--- config.mk ---
export PLATFORM = sky130hd
export DESIGN_NAME = mem_arbiter
export DESIGN_NICKNAME = d
export VERILOG_FILES = /design/src/rtl/mem_arbiter.sv
export SDC_FILE = /design/constraint.sdc
export NUM_CORES = 1
export LEC_CHECK = 0
export ABC_CLOCK_PERIOD_IN_PS = 2300
export BUFFER_PORTS_ARGS = -buffer_cell sky130_fd_sc_hd__buf_4
export CORE_MARGIN = 2
export CORE_UTILIZATION = 25
export DETAILED_ROUTE_END_ITERATION = 10
export PLACE_DENSITY = 0.63
export SYNTH_ARGS = -nofsm -noshare
export SYNTH_HDL_FRONTEND = slang
export SYNTH_SLANG_ARGS = --single-unit
--- constraint.sdc ---
create_clock -name clk -period 2.3 [get_ports clk]
set_input_delay 0.23 -clock clk [delete_from_list [all_inputs] [get_ports clk]]
set_output_delay 0.23 -clock clk [all_outputs]
set_load 0.05 [all_outputs]
--- src/rtl/mem_arbiter.sv ---
// Arbitrates a fetch port and a data port onto one single-cycle SRAM port with registered ack/rdata routing.
// Optional MEM_ARB_RR_EN selects round-robin contention handling instead of data priority with starvation limit.
module mem_arbiter #(
    parameter int MEM_AW     = 16,
    parameter int STARVE_MAX = 4
) (
    input  logic              clk,
    input  logic              rst,
    input  logic              i_req,
    input  logic [31:0]       i_addr,
    output logic              i_gnt,
    output logic              i_ack,
    output logic [31:0]       i_rdata,
    input  logic              d_req,
    input  logic              d_we,
    input  logic [3:0]        d_be,
    input  logic [31:0]       d_addr,
    input  logic [31:0]       d_wdata,
    output logic              d_gnt,
    output logic              d_ack,
    output logic [31:0]       d_rdata,
    output logic              m_en,
    output logic              m_we,
    output logic [3:0]        m_be,
    output logic [MEM_AW-1:0] m_addr,
    output logic [31:0]       m_wdata,
    input  logic [31:0]       m_rdata
);

    typedef enum logic [1:0] {
        OWN_NONE   = 2'd0,
        OWN_IFETCH = 2'd1,
        OWN_DATA   = 2'd2
    } owner_e;

    owner_e      owner_q, owner_d;
    logic        store_q, store_d;
    logic [31:0] i_rdata_q, i_rdata_d;
    logic [31:0] d_rdata_q, d_rdata_d;
    logic        contend;

`ifdef MEM_ARB_RR_EN
    // 1 means fetch wins the next contention cycle; reset favours data.
    logic rr_ptr_q, rr_ptr_d;
`else
    localparam int SW = (STARVE_MAX < 1) ? 1 : $clog2(STARVE_MAX + 1);
    localparam logic [SW-1:0] STARVE_LIM = SW'(STARVE_MAX);
    logic [SW-1:0] starve_q, starve_d;
`endif

    logic unused_addr_bits;
    assign unused_addr_bits = ^{i_addr[31:MEM_AW+2], i_addr[1:0],
                                d_addr[31:MEM_AW+2], d_addr[1:0]};

    assign contend = i_req && d_req;

    // State register
    always_ff @(posedge clk) begin
        if (rst) begin
            owner_q   <= OWN_NONE;
            store_q   <= 1'b0;
            i_rdata_q <= '0;
            d_rdata_q <= '0;
`ifdef MEM_ARB_RR_EN
            rr_ptr_q  <= 1'b0;
`else
            starve_q  <= '0;
`endif
        end else begin
            owner_q   <= owner_d;
            store_q   <= store_d;
            i_rdata_q <= i_rdata_d;
            d_rdata_q <= d_rdata_d;
`ifdef MEM_ARB_RR_EN
            rr_ptr_q  <= rr_ptr_d;
`else
            starve_q  <= starve_d;
`endif
        end
    end

    // Grant decision and next-state
    always_comb begin
        i_gnt = 1'b0;
        d_gnt = 1'b0;
        if (!rst) begin
            if (contend) begin
`ifdef MEM_ARB_RR_EN
                i_gnt = rr_ptr_q;
`else
                i_gnt = (starve_q == STARVE_LIM);
`endif
                d_gnt = !i_gnt;
            end else begin
                i_gnt = i_req;
                d_gnt = d_req;
            end
        end

        if (i_gnt) begin
            owner_d = OWN_IFETCH;
        end else if (d_gnt) begin
            owner_d = OWN_DATA;
        end else begin
            owner_d = OWN_NONE;
        end
        store_d = d_gnt && d_we;

`ifdef MEM_ARB_RR_EN
        rr_ptr_d = rr_ptr_q;
        if (contend && !rst) begin
            rr_ptr_d = !i_gnt;
        end
`else
        starve_d = '0;
        if (i_req && !i_gnt) begin
            starve_d = (starve_q == STARVE_LIM) ? starve_q : starve_q + SW'(1);
        end
`endif
    end

    // Memory port and response outputs
    always_comb begin
        m_en    = i_gnt || d_gnt;
        m_we    = 1'b0;
        m_be    = 4'b0000;
        m_addr  = '0;
        m_wdata = '0;
        if (d_gnt) begin
            m_we    = d_we;
            m_be    = d_be;
            m_addr  = d_addr[MEM_AW+1:2];
            m_wdata = d_wdata;
        end else if (i_gnt) begin
            m_be    = 4'b1111;
            m_addr  = i_addr[MEM_AW+1:2];
        end

        i_ack   = !rst && (owner_q == OWN_IFETCH);
        d_ack   = !rst && (owner_q == OWN_DATA);
        i_rdata = i_rdata_q;
        d_rdata = d_rdata_q;
        if (rst) begin
            i_rdata = '0;
            d_rdata = '0;
        end else begin
            if (i_ack) begin
                i_rdata = m_rdata;
            end
            // A completed store leaves the load data untouched.
            if (d_ack && !store_q) begin
                d_rdata = m_rdata;
            end
        end
        i_rdata_d = i_rdata;
        d_rdata_d = d_rdata;
    end

endmodule

==> results of run 1 <==
[sequential cells by signal (all words and copies together) (netlist names)]
| name | count |
|---|---|
| store_q | 1 |
| owner_q | 2 |
| d_rdata_q | 32 |
| starve_q | 3 |
| i_rdata_q | 32 |
[layer usage]
layer	wire length, um	vias up
met5	0	-
met4	151	0
met3	907	13
met2	5050	148
met1	4380	1640
li1	-	1932
[repair_timing]
item,in CTS,in global routing
setup endpoints to repair,16,11
resized for setup,2,2
cloned,0,0
[layout by cell type, fill, tap and decap left out, drive strengths merged]
master      n
a21oi      64
clkbuf     10
o21a        4
ha          2
and4b       1
mux2i       1
a21boi      1
and3       34
bufinv      2
nor2b       2
nor3b       2
dfxtp      70
clkinvlp    2
nand2      98
nand2b     34
nor2        7
inv         4
a22o       16
o21ai      64
nand3       1
clkinv      2
buf       234
nor4b       1
[final cells by class]
| class | count | area, sq um |
|---|---|---|
| repair buffers | 234 | 1760 |
| inverters | 4 | 15.0 |
| flip-flops and latches | 70 | 1400 |
| clock buffers | 10 | 239 |
| well taps | 176 | 220 |
| clock inverters | 6 | 85.1 |
| fillers | 1361 | 7710 |
| multi-input cells | 332 | 1760 |
[power by group]
| part | switching, uW | total (uW) | internal (uW) |
|---|---|---|---|
| Combinational | 536 | 843 | 308 |
| Clock | 520 | 1490 | 974 |
| Sequential | 13.9 | 1270 | 1260 |
| Total | 1070 | 3610 | 2540 |
[through the flow]
step | total power (uW) | util
finish | 3610 | 0.415
global placement | 2140 | 0.390
detailed placement | 2150 | 0.390
floorplan | 1830 | -
global route | 3760 | 0.415
CTS | 3660 | 0.415
[worst max-delay path by stage]
stage,end,cells past startpoint
floorplan,d_rdata[21],4
global placement,m_addr[1],6
detailed placement,m_addr[1],6
CTS,m_addr[1],6
global route,m_addr[1],7
finish,m_addr[1],7
[worst min-delay path, stage by stage]
cell	delay, ns
buf_4	0.08
nand2_1	0.05
o21ai_0	0.06
[cells by family (layout without fill, tap and decap cells)]
kind of cell / after synthesis / in the layout
adder cells (fa/ha/maj): 2 / 2
multiplexers: 1 / 1
flip-flops: 70 / 70
buffers and inverters: 42 / 254
AND/OR/NAND/NOR: 180 / 180
AO/OA/AOI/OAI: 149 / 149
==> results.toml, run 1 <==
[pwr]
ir_drop_v = 0.000303
p_leak_uw = 0.00257
power.density_nw_per_um2 = 660

[finish]
drive_gt1_frac = 0.390
finalNonFillerCells = 832
area_growth_pct = 63.0
finalInstanceArea_sq_um = 5480
antennaDiodeCount = 0
fin_nets = 790

[logic_synthesis]
yosysMostFrequentCell = "nand2_1"
synth_flop_cell = "dfxtp_1"
synthMuxAreaShare = 0.00298
synthArstFlopShare = 0
synth_common_cells = "nand2_1 (97), dfxtp_1 (70), a21oi_1 (64)"
yosysTopAreaCell = "dfxtp_1"
synth_fa_ha_area_frac = 0.00745
synth_simple_gate_area_frac = 0.265
synth_compound_area_frac = 0.243
synth_cells = 444
synth_edf_count = 0
synth_top_family_by_area = "simple AND/OR/NAND/NOR gates"
synth_top_area_share = 0.417
yosys_register_bits = 70
ys_types = 26
syn_area_sq_um = 3360
synth-xor-area-share = 0
seq_area_frac_synth = 0.417
synth_nets = 583
synthTopCellsByArea = "dfxtp_1 (42%), nand2_1 (11%), a21oi_1 (9.5%)"
synth_warnings = 0
synth_area_per_cell_sq_um = 7.57

[clock_tree]
postCtsSetupBuffers = 0
numCtsBuffers = 9
cts_root_buffer = "clkbuf_16"
path_clk_slew_ns = 0.06
worstSkewPairLatency_ns = 0.32
postCtsHoldBufs = 0
h-tree-depth = 3
clockBufferDepth = 2
cts_tree = "built"
cts.sinks = 70

[grt]
grtUsageTotal = 0.142
grt_first_pass_wirelength_um = 16600
globalRouteMet2Util = 0.239
grt_busiest_layer = "met2"
antenna_found_initial = 0
grtUsageMet3 = 0.0428
grt_util_met1 = 0.173
overflow = 0
first_global_vias = 3462
grt_max_degree = 66

[placed_design]
place.gp.congestion = 0.787
dpl.cell_count = 816
place_area_sq_um = 5140
post-place-ws_ns = 0.209
io_buffers = 226
dp_hpwl_um = 7900

[sta]
hold_viol_final = 0
setup_viol = 0
setup_tns_ns = 0
fin_ws_ns = 0.139
min_period_ns = 2.16
hold_ws_ns = 0.122
worst_pin_slew_ns = 0.574
maxSlewHeadroom = 0.617
rsz0062_at_grt = "yes"
fmax_mhz = 463
final.setup_skew_ns = 0.00411
maxSlewViolCount = 0
timing.final.crit_share = 0.940

[die]
core_area_sq_um = 13200
die-area_sq_um = 14400
fp-row-count = 42
ioPinCount = 259
die_h_um = 120
dieWidth_um = 120
start_util = 0.255

[outcome]
outcome = "finished, final reports clean"

[critical_path]
regToRegStartpoint = "owner_q[0]"
crit_path_max_fanout = 17
crit_path_start = "starve_q[0]"
r2r_slack_ns = 0.98
path_buf_inv = 3
worstSetupEndpointType = "primary output"
crit_path_max_incr_delay_ns = 0.37
critical_path.top_delay_family = "buffers and inverters"
criticalPathCategory = "flip-flop to primary output"
rr_worst_depth = 3
timing.rr.end = "d_rdata_q[13]"
crit_arrival_ns = 1.93
slowest_stage = "dfxtp_1"
crit_required_ns = 2.07
crit_path_cell_trace = "inv_1, ha_1, nand3_1, nand2_2, inv_2, a22o_1, buf_4"
cp-start-kind = "flip-flop"

[hold_path]
hold_depth = 3
worstHoldPathType = "input port to flip-flop"
min-delay-start = "m_rdata[5]"
hold_end = "d_rdata_q[5]"

[drt]
first_iter_violations = 208
postRouteAntennaNets = 0
viasPerCell = 4.49
route.detailed.drc = 0
routedWlPerCell_um = 12.6
vias = 3733
wl_um = 10500
firstDrtPassIters = 4

[run]
maxCapViolCount = 0
Note: power is estimated with default switching activity, not from simulation.
==> inputs of run 2 (changes only) <==
--- a/config.mk
+++ b/config.mk
@@ -7,6 +7,7 @@
 export LEC_CHECK = 0
 export ABC_CLOCK_PERIOD_IN_PS = 2300
 export BUFFER_PORTS_ARGS = -buffer_cell sky130_fd_sc_hd__buf_4
+export CORE_ASPECT_RATIO = 0.5
 export CORE_MARGIN = 2
 export CORE_UTILIZATION = 25
 export DETAILED_ROUTE_END_ITERATION = 10
==> run 2 against run 1 <==
- hold slack got worse by 0.0067 ns
- first-iteration DRC count fell by 1.4%
- critical path type unchanged
- global-route usage is 0.55 points higher
- combinational power is essentially flat
- highest routed layer unchanged
- register-to-register slack barely moved
- largest power group unchanged
==> results.toml, run 2 (synthesis results as in run 1) <==
[finish]
fin_nets = 789
fin_util = 0.424
area_growth_pct = 62.5
final_common_cell = "buf_4"
antennaDiodeCount = 0
final_cell_mix = "buf_4 (232), nand2_1 (97), dfxtp_1 (70), a21oi_1 (64), o21ai_0 (58)"
largestRegisters = "d_rdata_q (32), i_rdata_q (32), starve_q (3)"
finalNonFillerCells = 825
drive_gt1_frac = 0.388

[sta]
fmax_mhz = 472
rsz0062_at_grt = "no"
worst_pin_slew_ns = 0.465
min_period_ns = 2.12
setup_viol = 0
setup_tns_ns = 0
hold_viol_final = 0
maxSlewHeadroom = 0.690
timing.final.crit_share = 0.920
final.setup_skew_ns = 0.00536
maxSlewViolCount = 0
fin_ws_ns = 0.183

[grt]
grt_max_degree = 97
grt_first_pass_wirelength_um = 17500
grtUsageTotal = 0.148
overflow = 0
antenna_found_initial = 0
first_global_vias = 3658

[critical_path]
criticalPathCategory = "flip-flop to primary output"
crit_path_start = "starve_q[0]"
r2r_slack_ns = 0.98
crit_required_ns = 2.07
crit_path_max_fanout = 17
crit_path_cell_trace = "inv_1, ha_1, a21boi_1, nor2_4, a22o_1, buf_4"
regToRegStartpoint = "owner_q[0]"
worstSetupEndpointType = "primary output"
slowest_stage = "dfxtp_1"
rr_worst_depth = 3
crit_arrival_ns = 1.89
cp-start-kind = "flip-flop"
crit_path_max_incr_delay_ns = 0.36

[hold_path]
hold_depth = 3
min-delay-start = "m_rdata[13]"
worstHoldPathType = "input port to flip-flop"

[clock_tree]
cts_root_buffer = "clkbuf_16"
clockBufferDepth = 2
postCtsSetupBuffers = 0
cts.sinks = 70
worstSkewPairLatency_ns = 0.33
cts_tree = "built"
h-tree-depth = 3
numCtsBuffers = 9
path_clk_slew_ns = 0.06

[placed_design]
post-place-ws_ns = 0.303
dpl.cell_count = 809
dp_hpwl_um = 7990
io_buffers = 226
place.gp.congestion = 0.757

[drt]
viasPerCell = 4.56
route.detailed.drc = 0
postRouteAntennaNets = 0
first_iter_violations = 205
routedWlPerCell_um = 13.1
firstDrtPassIters = 4
vias = 3764
wl_um = 10800

[pwr]
p_total_uw = 3580
p_leak_uw = 0.00257
ir_drop_v = 0.000354
power.density_nw_per_um2 = 655

[run]
maxCapViolCount = 0

[outcome]
outcome = "finished, final reports clean"

[die]
core_area_sq_um = 12900
start_util = 0.261
die_h_um = 86.0
dieWidth_um = 168
ioPinCount = 259
die-area_sq_um = 14400
fp-row-count = 29
run 2: final timing paths:
kind                   endpoint
setup reg to reg  d_rdata_q[20]
hold reg to reg   i_rdata_q[16]
setup / recovery      m_addr[6]
hold / removal    d_rdata_q[13]
run 2: metrics by stage:
step / cell area (sq um) / hold WS (ns)
finish: 5460 / 0.116
global route: 5460 / 0.126
CTS: 5460 / 0.111
detailed placement: 5140 / 0.455
global placement: 5140 / 0.443
floorplan: 3360 / 0.349
run 2: report_power, final:
group	internal (uW)	total, uW	switching, uW	leakage (uW)
Sequential	1260	1280	13.8	0.000570
Clock	954	1460	503	0.000162
Combinational	308	846	538	0.00184
Total	2520	3580	1060	0.00257
run 2: critical path, delay by kind of cell, from the launching register on:
family | cells | cell delay [ns]
simple gates | 1 | 0.17
fa+ha+maj | 1 | 0.22
buf+inv | 2 | 0.25
compound gates | 2 | 0.57
flops | 1 | 0.36
run 2: layer usage:
layer	routed length, um	GRT usage	vias to the layer above	part of all wire
met2	5510	0.269	95	0.51
met3	496	0.0281	16	0.046
met1	4610	0.176	1723	0.43
li1	-	-	1930	-
met4	176	0.0514	0	0.016
met5	0	0	-	0
run 2: cell type report:
cell class / count / area [sq um]
clock buffers: 13 / 280
well taps: 170 / 213
repair buffers: 233 / 1760
inverters: 4 / 15.0
clock inverters: 3 / 40.0
multi-input cells: 332 / 1750
flip-flops and latches: 70 / 1400
fillers: 1318 / 7420
run 2: timing repair:
item                                    CTS  global route
gates resized for setup                   2             0
hold endpoints to repair                  0             0
hold buffers                              0             0
endpoints found under the setup margin   16             0
